[config.mk]
export PLATFORM = sky130hd
export DESIGN_NAME = id_ex_alu_issue
export DESIGN_NICKNAME = d
export VERILOG_FILES = /design/src/rtl/id_ex_alu_issue.sv
export SDC_FILE = /design/constraint.sdc
export NUM_CORES = 1
export LEC_CHECK = 0
export BUFFER_PORTS_ARGS = -buffer_cell sky130_fd_sc_hd__buf_2
export CAP_MARGIN = 20
export CORE_ASPECT_RATIO = 1.2
export CORE_MARGIN = 5
export CORE_UTILIZATION = 45
export DETAILED_ROUTE_END_ITERATION = 10
export MAX_ROUTING_LAYER = met4
export PLACE_DENSITY_LB_ADDON = 0.05
export SYNTH_ARGS = -nofsm -noshare
export SYNTH_HDL_FRONTEND = slang
export SYNTH_SLANG_ARGS = --single-unit
[constraint.sdc]
create_clock -name clk -period 2.79 [get_ports clk]
set_input_delay 0.1395 -clock clk [delete_from_list [all_inputs] [get_ports clk]]
set_output_delay 0.1395 -clock clk [all_outputs]
set_load 0.005 [all_outputs]
[src/rtl/id_ex_alu_issue.sv]
// ID/EX pipeline register: decodes the MIPS opcode/funct into the 4-bit ALU op
// and registers the operands, shift amount and EX/MEM/WB control bits, with stall and flush.
module id_ex_alu_issue (
  input  logic        clk,
  input  logic        reset,
  input  logic        valid_in,
  input  logic        stall,
  input  logic        flush,
  input  logic [5:0]  opcode,
  input  logic [5:0]  funct,
  input  logic [4:0]  shamt,
  input  logic [4:0]  rt_num,
  input  logic [4:0]  rd_num,
  input  logic [15:0] imm16,
  input  logic [31:0] rs_data,
  input  logic [31:0] rt_data,
  input  logic [31:0] pc_plus8,
  output logic [3:0]  ALUControl,
  output logic [31:0] reg_A,
  output logic [31:0] reg_B,
  output logic [4:0]  sa,
  output logic [4:0]  dest_reg,
  output logic        reg_write,
  output logic        mem_read,
  output logic        mem_write,
  output logic        valid_out,
  output logic        illegal_op
);

  localparam logic [3:0] ALU_AND  = 4'b0000;
  localparam logic [3:0] ALU_OR   = 4'b0001;
  localparam logic [3:0] ALU_ADD  = 4'b0010;
  localparam logic [3:0] ALU_BEQ  = 4'b0011;
  localparam logic [3:0] ALU_BNE  = 4'b0100;
  localparam logic [3:0] ALU_SLLV = 4'b0101;
  localparam logic [3:0] ALU_SUB  = 4'b0110;
  localparam logic [3:0] ALU_SLT  = 4'b0111;
  localparam logic [3:0] ALU_SLTU = 4'b1000;
  localparam logic [3:0] ALU_SRLV = 4'b1001;
  localparam logic [3:0] ALU_SRAV = 4'b1010;
  localparam logic [3:0] ALU_XOR  = 4'b1011;
  localparam logic [3:0] ALU_NOR  = 4'b1100;
  localparam logic [3:0] ALU_SLL  = 4'b1101;
  localparam logic [3:0] ALU_SRL  = 4'b1110;
  localparam logic [3:0] ALU_SRA  = 4'b1111;

  localparam logic [5:0] OP_RTYPE = 6'b000000;
  localparam logic [5:0] OP_J     = 6'b000010;
  localparam logic [5:0] OP_JAL   = 6'b000011;
  localparam logic [5:0] OP_BEQ   = 6'b000100;
  localparam logic [5:0] OP_BNE   = 6'b000101;
  localparam logic [5:0] OP_ADDI  = 6'b001000;
  localparam logic [5:0] OP_ADDIU = 6'b001001;
  localparam logic [5:0] OP_SLTI  = 6'b001010;
  localparam logic [5:0] OP_SLTIU = 6'b001011;
  localparam logic [5:0] OP_ANDI  = 6'b001100;
  localparam logic [5:0] OP_ORI   = 6'b001101;
  localparam logic [5:0] OP_XORI  = 6'b001110;
  localparam logic [5:0] OP_LUI   = 6'b001111;
  localparam logic [5:0] OP_LW    = 6'b100011;
  localparam logic [5:0] OP_SW    = 6'b101011;

  localparam logic [5:0] FN_SLL  = 6'b000000;
  localparam logic [5:0] FN_SRL  = 6'b000010;
  localparam logic [5:0] FN_SRA  = 6'b000011;
  localparam logic [5:0] FN_SLLV = 6'b000100;
  localparam logic [5:0] FN_SRLV = 6'b000110;
  localparam logic [5:0] FN_SRAV = 6'b000111;
  localparam logic [5:0] FN_JR   = 6'b001000;
  localparam logic [5:0] FN_ADD  = 6'b100000;
  localparam logic [5:0] FN_ADDU = 6'b100001;
  localparam logic [5:0] FN_SUB  = 6'b100010;
  localparam logic [5:0] FN_SUBU = 6'b100011;
  localparam logic [5:0] FN_AND  = 6'b100100;
  localparam logic [5:0] FN_OR   = 6'b100101;
  localparam logic [5:0] FN_XOR  = 6'b100110;
  localparam logic [5:0] FN_NOR  = 6'b100111;
  localparam logic [5:0] FN_SLT  = 6'b101010;
  localparam logic [5:0] FN_SLTU = 6'b101011;

  typedef struct packed {
    logic [3:0]  alu;
    logic [31:0] op_a;
    logic [31:0] op_b;
    logic [4:0]  sa;
    logic [4:0]  dest;
    logic        reg_write;
    logic        mem_read;
    logic        mem_write;
    logic        valid;
  } issue_t;

  issue_t      dec_s;
  issue_t      issue_r;
  logic        legal_s;
  logic        illegal_r;
  logic [31:0] imm_sext_s;
  logic [31:0] imm_zext_s;

  assign imm_sext_s = {{16{imm16[15]}}, imm16};
  assign imm_zext_s = {16'b0, imm16};

  // Decode the ID-stage instruction into a complete issue bundle (bubble if undecodable).
  always_comb begin
    dec_s   = '0;
    legal_s = 1'b1;
    case (opcode)
      OP_RTYPE: begin
        dec_s.op_a      = rs_data;
        dec_s.op_b      = rt_data;
        dec_s.dest      = rd_num;
        dec_s.reg_write = 1'b1;
        case (funct)
          FN_ADD, FN_ADDU: dec_s.alu = ALU_ADD;
          FN_SUB, FN_SUBU: dec_s.alu = ALU_SUB;
          FN_AND:          dec_s.alu = ALU_AND;
          FN_OR:           dec_s.alu = ALU_OR;
          FN_XOR:          dec_s.alu = ALU_XOR;
          FN_NOR:          dec_s.alu = ALU_NOR;
          FN_SLT:          dec_s.alu = ALU_SLT;
          FN_SLTU:         dec_s.alu = ALU_SLTU;
          FN_SLL: begin
            dec_s.alu  = ALU_SLL;
            dec_s.op_a = 32'h0;
            dec_s.sa   = shamt;
          end
          FN_SRL: begin
            dec_s.alu  = ALU_SRL;
            dec_s.op_a = 32'h0;
            dec_s.sa   = shamt;
          end
          FN_SRA: begin
            dec_s.alu  = ALU_SRA;
            dec_s.op_a = 32'h0;
            dec_s.sa   = shamt;
          end
          // Variable shifts pass only the low five bits of rs as the amount.
          FN_SLLV: begin
            dec_s.alu  = ALU_SLLV;
            dec_s.op_a = {27'b0, rs_data[4:0]};
          end
          FN_SRLV: begin
            dec_s.alu  = ALU_SRLV;
            dec_s.op_a = {27'b0, rs_data[4:0]};
          end
          FN_SRAV: begin
            dec_s.alu  = ALU_SRAV;
            dec_s.op_a = {27'b0, rs_data[4:0]};
          end
          FN_JR: begin
            dec_s.alu       = ALU_ADD;
            dec_s.op_a      = 32'h0;
            dec_s.op_b      = 32'h0;
            dec_s.reg_write = 1'b0;
          end
          default: legal_s = 1'b0;
        endcase
      end
      OP_ADDI, OP_ADDIU, OP_SLTI, OP_SLTIU, OP_LW: begin
        dec_s.op_a      = rs_data;
        dec_s.op_b      = imm_sext_s;
        dec_s.dest      = rt_num;
        dec_s.reg_write = 1'b1;
        case (opcode)
          OP_SLTI:  dec_s.alu = ALU_SLT;
          OP_SLTIU: dec_s.alu = ALU_SLTU;
          OP_LW: begin
            dec_s.alu      = ALU_ADD;
            dec_s.mem_read = 1'b1;
          end
          default:  dec_s.alu = ALU_ADD;
        endcase
      end
      OP_SW: begin
        dec_s.alu       = ALU_ADD;
        dec_s.op_a      = rs_data;
        dec_s.op_b      = imm_sext_s;
        dec_s.mem_write = 1'b1;
      end
      OP_ANDI, OP_ORI, OP_XORI: begin
        dec_s.op_a      = rs_data;
        dec_s.op_b      = imm_zext_s;
        dec_s.dest      = rt_num;
        dec_s.reg_write = 1'b1;
        case (opcode)
          OP_ANDI: dec_s.alu = ALU_AND;
          OP_ORI:  dec_s.alu = ALU_OR;
          default: dec_s.alu = ALU_XOR;
        endcase
      end
      // lui is issued as a left shift of the zero-extended immediate by 16.
      OP_LUI: begin
        dec_s.alu       = ALU_SLL;
        dec_s.op_b      = imm_zext_s;
        dec_s.sa        = 5'd16;
        dec_s.dest      = rt_num;
        dec_s.reg_write = 1'b1;
      end
      OP_BEQ, OP_BNE: begin
        dec_s.alu  = (opcode == OP_BEQ) ? ALU_BEQ : ALU_BNE;
        dec_s.op_a = rs_data;
        dec_s.op_b = rt_data;
      end
      OP_J: begin
        dec_s.alu = ALU_ADD;
      end
      OP_JAL: begin
        dec_s.alu       = ALU_ADD;
        dec_s.op_a      = pc_plus8;
        dec_s.dest      = 5'd31;
        dec_s.reg_write = 1'b1;
      end
      default: legal_s = 1'b0;
    endcase
    dec_s.reg_write = dec_s.reg_write & (dec_s.dest != 5'd0);
    if (legal_s) begin
      dec_s.valid = 1'b1;
    end else begin
      dec_s = '0;
    end
  end

  // Pipeline register: reset > flush > stall (hold) > idle bubble > load decoded instruction.
  always_ff @(posedge clk) begin
    if (reset) begin
      issue_r   <= '0;
      illegal_r <= 1'b0;
    end else if (flush) begin
      issue_r   <= '0;
      illegal_r <= 1'b0;
    end else if (stall) begin
      issue_r   <= issue_r;
      illegal_r <= 1'b0;
    end else if (!valid_in) begin
      issue_r   <= '0;
      illegal_r <= 1'b0;
    end else begin
      issue_r   <= dec_s;
      illegal_r <= ~legal_s;
    end
  end

  assign ALUControl = issue_r.alu;
  assign reg_A      = issue_r.op_a;
  assign reg_B      = issue_r.op_b;
  assign sa         = issue_r.sa;
  assign dest_reg   = issue_r.dest;
  assign reg_write  = issue_r.reg_write;
  assign mem_read   = issue_r.mem_read;
  assign mem_write  = issue_r.mem_write;
  assign valid_out  = issue_r.valid;
  assign illegal_op = illegal_r;

endmodule

==> flow_summary.json, run 1 <==
{
  "yosysWarningCount": 0,
  "maxCapViolCount": 0,
  "rsz_0062_raised_after_global_routing": "false",
  "timing.rr.end": "reg_A[3]",
  "finalWorstSetupSlack_ps": 531,
  "syn_nets": 633,
  "cts_inserted_buffers": 9,
  "max_fo_critical_path": 32,
  "power-per-cell-area_mw_per_mm2": 418,
  "routedWlPerCell_um": 15.8,
  "top_level_ports": 227,
  "dieArea_mm2": 0.0113,
  "num_vias": 4622,
  "intPower_mw": 1.74,
  "synth_edf_count": 0,
  "crit_arrival_ps": 2530,
  "peakVddDrop_mv": 0.289,
  "place_worst_setup_slack_ps": 198,
  "design.core.area_mm2": 0.00903,
  "mostFrequentLayoutCell": "buf_2",
  "timing_hold_violations_final": 0,
  "cpMostUsedCell": "or3_4",
  "drc": 0,
  "hpwl_um": 9670,
  "antenna_found_initial": 0,
  "synthCells": 489,
  "finClkSkew_ps": 0,
  "p_switching_uw": 605,
  "place_congestion": 0.871,
  "p_leak_nw": 2.31,
  "seq_power_share": 0.506,
  "critical_setup_path_kind": "input pin to flip-flop",
  "grt_overflow_total": 0,
  "areaGrowthSynthToFinish_pct": 34.5,
  "whs_endpoint": "sa[0]",
  "slew_at_the_pin_closest_to_its_max_slew_limit_ps": 744,
  "post_route_cells_drive_above_1_share": 0.429,
  "critical_path.top_delay_family": "simple AND/OR/NAND/NOR gates",
  "ctsHtreeMaxLevel": 3,
  "initial_core_util": 0.462,
  "grtUsageTotal": 0.226,
  "r2r.worst_path.cells": 2,
  "wl_um": 13000,
  "outcome": "finished, final reports clean",
  "grt_pass1_wl_um": 20700,
  "grt_pass1_vias": 4378,
  "max_slew_headroom": 0.504,
  "final_critical_path_share_of_the_clock_period": 0.810,
  "post_synth_instance_area_mm2": 0.00417,
  "ys_async_sr_fraction": 0,
  "crit_path_max_incr_delay_ps": 510,
  "period_needed_ps": 2260,
  "floorplan.rows": 38,
  "postSynthRegisterBits": 83,
  "clk_transition_reported_paths_ps": 90,
  "die_width_um": 97.9,
  "worst_hold_startpoint": "shamt[0]",
  "comb_power_share": 0.135,
  "timing.final.max_slew_violations": 0,
  "ctsRootBufferMaster": "clkbuf_8",
  "crit_required_ps": 3060,
  "tns_ps": 0,
  "cts_tree": "built",
  "power.share.switching": 0.258,
  "synth_seq_area_share": 0.398,
  "start_kind": "input pin",
  "vias_per_cell": 5.62,
  "yosys_most_used_dff": "dfxtp_1",
  "hold_buffers": 0,
  "cts_post_setup_buffers_inserted": 0,
  "startpoint_of_the_worst_register_to_register_path": "reg_A[3]",
  "clk_latency_ps": 340,
  "most-common-layout-cells": "buf_2, nand2_1, dfxtp_1",
  "cts_num_sinks": 83,
  "cts-root-to-sink-buffers": 2,
  "synth_cell_types": 50,
  "detail-route-antenna-nets": 0,
  "post_synth.cell_area_avg_um2": 8.53,
  "finish.net_count": 841,
  "fin_util": 0.621,
  "setup-violations-final": 0,
  "reg2reg_setup_slack_ps": 1830,
  "detailedRoute.firstPassIterationCount": 7,
  "cp_slowest_cell": "or3_2",
  "worstSetupEndpointType": "flip-flop",
  "port-buffer-count": 226,
  "post_cts_resize_count": 0,
  "path_buf_inv": 2,
  "drt_iter0_drc": 349,
  "clkPwrFrac": 0.359,
  "hold_depth": 3,
  "die_h_um": 115,
  "hold_ws_ps": 19.7,
  "min_path_type": "input pin to flip-flop",
  "fmaxAchievable_mhz": 443,
  "grt_start_max_net_pins": 83,
  "ordered_cell_list_for_the_critical_path": "buf_2 -> or3_4 -> or3_4 -> a2111oi_4 -> o21bai_4 -> or3_2 -> buf_12 -> a211oi_1"
}
[layer usage]
metal / up-vias / share of wire / global-route usage
met3: 18 / 0.087 / 0.0650
met2: 196 / 0.49 / 0.369
met1: 2136 / 0.41 / 0.270
met4: 0 / 0.021 / 0.0757
met5: - / 0 / -
li1: 2272 / - / -
[logic make-up after synthesis]
| logic type | after synthesis | share of synthesized area |
|---|---|---|
| compound gates | 194 | 0.373 |
| buf+inv | 51 | 0.0516 |
| mux | 3 | 0.00720 |
| simple gates | 156 | 0.166 |
| xor+xnor | 2 | 0.00420 |
| flops | 83 | 0.398 |
[Yosys cell counts, types with 4 or more instances]
cell type | n | area share
nand2_1 | 96 | 0.086
nand2b_1 | 4 | 0.0060
a221oi_1 | 10 | 0.021
a211oi_2 | 30 | 0.090
nor2b_1 | 4 | 0.0060
a21oi_1 | 31 | 0.037
a222oi_1 | 32 | 0.077
inv_1 | 5 | 0.0045
a22oi_1 | 22 | 0.040
dfxtp_1 | 83 | 0.40
nor2_1 | 20 | 0.018
clkbuf_1 | 42 | 0.038
o21ai_0 | 45 | 0.054
nor3_1 | 9 | 0.011
[worst max-delay path by stage]
stage	slack (ps)	from	endpoint	cells after the start
global placement	230	opcode[4]	reg_A[31]	8
finish	530	opcode[4]	reg_A[31]	8
detailed placement	200	opcode[4]	reg_A[31]	8
floorplan	560	opcode[1]	reg_A[10]	8
global route	440	opcode[4]	reg_A[31]	8
CTS	570	opcode[4]	reg_A[31]	8
[final cells by class]
| type | instances | area (µm²) |
|---|---|---|
| flip-flops and latches | 83 | 1660 |
| clock inverters | 6 | 65.1 |
| multi-input cells | 355 | 2310 |
| diodes | 1 | 2.50 |
| repair buffers | 243 | 1270 |
| fillers | 850 | 3420 |
| clock buffers | 10 | 128 |
| well taps | 120 | 150 |
| inverters | 5 | 18.8 |
[worst reg2reg max path, cell delays in order (launching register included)]
cell and delay, ps:
dfxtp_1 330, a222oi_1 420, a211oi_2 80
[power by group through the flow]
stage	clock, mW	combinational [mW]	sequential (mW)
after floorplan	0	0.165	1.21
after global placement	0	0.309	1.21
after detailed placement	0	0.315	1.21
after CTS	0.868	0.316	1.19
after global routing	0.932	0.351	1.19
final	0.840	0.317	1.19
[per-stage QoR]
step | instance area (µm²) | instances | total power, mW
after detailed placement | 5420 | 806 | 1.53
after CTS | 5610 | 822 | 2.37
after global placement | 5420 | 806 | 1.52
final | 5610 | 823 | 2.34
after floorplan | 4170 | 489 | 1.38
after global routing | 5610 | 822 | 2.47
No activity file was read; power rests on OpenSTA's default activity.
==> inputs of run 2 (changes only) <==
Settings changed: ABC_AREA from default to 1, CORE_UTILIZATION 45 to 43.
Clock period 2.79 ns to 2 ns, I/O delays scaled along.
==> run 2 against run 1 <==
- via count rose by 25%
- clock power rose by 100%
- sequential share of layout area is 3.5 points lower
- largest power group is now clock
==> flow_summary.json, run 2 <==
{
  "grt_start_max_net_pins": 62,
  "syn_nets": 891,
  "max_fo_critical_path": 42,
  "synthTopCellsByCount": "nand2_1, a21oi_1, dfxtp_1",
  "power.total_mw": 3.91,
  "wl_um": 16700,
  "finClkSkew_ps": 0,
  "tns_ps": 0,
  "outcome": "finished, final reports clean",
  "path_depth": 7,
  "drc": 0,
  "finish.net_count": 1090,
  "ordered_cell_list_for_the_critical_path": "dlygate4sd3_1 -> buf_2 -> buf_4 -> clkinv_1 -> buf_4 -> nand4_1 -> a21oi_1",
  "vias_per_cell": 5.22,
  "grt_pass1_vias": 5486,
  "synth_edf_count": 0,
  "r2r.worst_path.cells": 4,
  "crit_path_max_incr_delay_ps": 550,
  "design.core.area_mm2": 0.0111,
  "worstSetupEndpointType": "flip-flop",
  "synth_area_leaders": "dfxtp_1, nand2_1, a21oi_1",
  "timing_hold_violations_final": 0,
  "post_synth_instance_area_mm2": 0.00490,
  "top_level_ports": 227,
  "die_width_um": 107,
  "hold_depth": 5,
  "postSynthRegisterBits": 83,
  "floorplan.rows": 42,
  "detail-route-antenna-nets": 0,
  "num_vias": 5773,
  "crit_arrival_ps": 1820,
  "clk_latency_ps": 330,
  "yosysWarningCount": 0,
  "critical_setup_path_kind": "input pin to flip-flop",
  "start_kind": "input pin",
  "areaGrowthSynthToFinish_pct": 29.9,
  "post_cts_resize_count": 0,
  "mostFrequentLayoutCell": "buf_2",
  "grt_overflow_total": 0,
  "cts_tree": "built",
  "most-common-layout-cells": "buf_2, nand2_1, a21oi_1",
  "yosys.area.top_type": "dfxtp_1",
  "slew_at_the_pin_closest_to_its_max_slew_limit_ps": 639,
  "fmaxAchievable_mhz": 640,
  "setup-violations-final": 0,
  "rsz_0062_raised_after_global_routing": "false",
  "ys_async_sr_fraction": 0,
  "grt_pass1_wl_um": 26800,
  "fillerInstances": 1157,
  "cts-root-to-sink-buffers": 2,
  "power-per-cell-area_mw_per_mm2": 613,
  "grtUsageTotal": 0.244,
  "cts_inserted_buffers": 9,
  "port-buffer-count": 226,
  "period_needed_ps": 1560,
  "p_leak_nw": 3.19,
  "ctsRootBufferMaster": "clkbuf_16",
  "die_h_um": 127,
  "antenna_found_initial": 0,
  "place_congestion": 0.893,
  "cp_slowest_cell": "dlygate4sd3_1",
  "antenna_diode_count": 0,
  "cpMostUsedCell": "buf_4",
  "min_path_type": "input pin to flip-flop",
  "crit_required_ps": 2260,
  "synth_cell_types": 28,
  "fin_util": 0.575,
  "routedWlPerCell_um": 15.2,
  "peakVddDrop_mv": 0.424,
  "post_route_cells_drive_above_1_share": 0.300,
  "maxCapViolCount": 0,
  "detailedRoute.firstPassIterationCount": 5,
  "cts_num_sinks": 83,
  "ctsHtreeMaxLevel": 3,
  "post_synth.cell_area_avg_um2": 6.56,
  "path_buf_inv": 5,
  "synth_seq_area_share": 0.339,
  "initial_core_util": 0.442,
  "hpwl_um": 12100,
  "synthCells": 747,
  "final_critical_path_share_of_the_clock_period": 0.781,
  "max_slew_headroom": 0.574,
  "yosys_most_used_dff": "dfxtp_1",
  "drt_iter0_drc": 377,
  "timing.final.max_slew_violations": 0,
  "yosysMostFrequentCell": "nand2_1",
  "critical_path.top_delay_family": "buffers and inverters",
  "synthDominantCellAreaShare": 0.339,
  "dieArea_mm2": 0.0136,
  "clk_transition_reported_paths_ps": 70
}
[run 2: worst register-to-register path, cell delays in order, from the launching register on]
cell     delay (ps)
dfxtp_1         310
nand2_1          60
inv_1            40
nor2_1           90
nor2_1           40
[run 2: power breakdown]
group / total [mW] / internal (mW) / leakage, nW / switching, mW
logic: 0.541 / 0.202 / 2.38 / 0.339
registers: 1.66 / 1.66 / 0.668 / 0.00200
clock network: 1.71 / 0.985 / 0.141 / 0.722
[run 2: cells by family (layout without fill, tap and decap cells)]
kind of cell / after synthesis / count (layout) / synth area share
AND/OR/NAND/NOR: 416 / 416 / 0.398
AO/OA/AOI/OAI: 140 / 140 / 0.156
buffers and inverters: 108 / 312 / 0.107
flip-flops: 83 / 83 / 0.339
[run 2: path summary, 6_finish.rpt]
path / start / end / slack (ps)
setup / recovery: stall / reg_A[23] / 440
hold / removal: pc_plus8[1] / reg_A[1] / 110
setup reg to reg: reg_write / reg_write / 1330
hold reg to reg: reg_B[5] / reg_B[5] / 460
[run 2: what timing repair did]
item,in CTS,in global routing
setup buffers,0,0
endpoints found under the hold margin,1,0
hold buffers,1,0
[run 2: layout make-up]
cell class	instances	area, µm²	share of cell area
inverter	51	191	0.0300
clock buffer	9	225	0.0353
timing repair buffer	245	1300	0.204
clock inverter	7	81.3	0.0128
tap	154	193	0.0302
multi-input combinational	556	2720	0.427
sequential	83	1660	0.261
[run 2: routing by layer]
layer | share of wire | track usage | up-vias
li1 | - | - | 2916
met1 | 0.43 | 0.315 | 2598
met2 | 0.48 | 0.395 | 246
met3 | 0.079 | 0.0474 | 13
met4 | 0.0099 | 0.0587 | 0
met5 | 0 | - | -
[run 2: stage by stage]
step	std cells	instance area (µm²)	hold slack [ps]	setup WS, ps
floorplan	747	4900	340	680
finish	1105	6370	113	437
CTS	1105	6370	98.3	471
global route	1105	6370	131	297
global placement	1088	6050	354	196
detailed placement	1088	6050	349	172
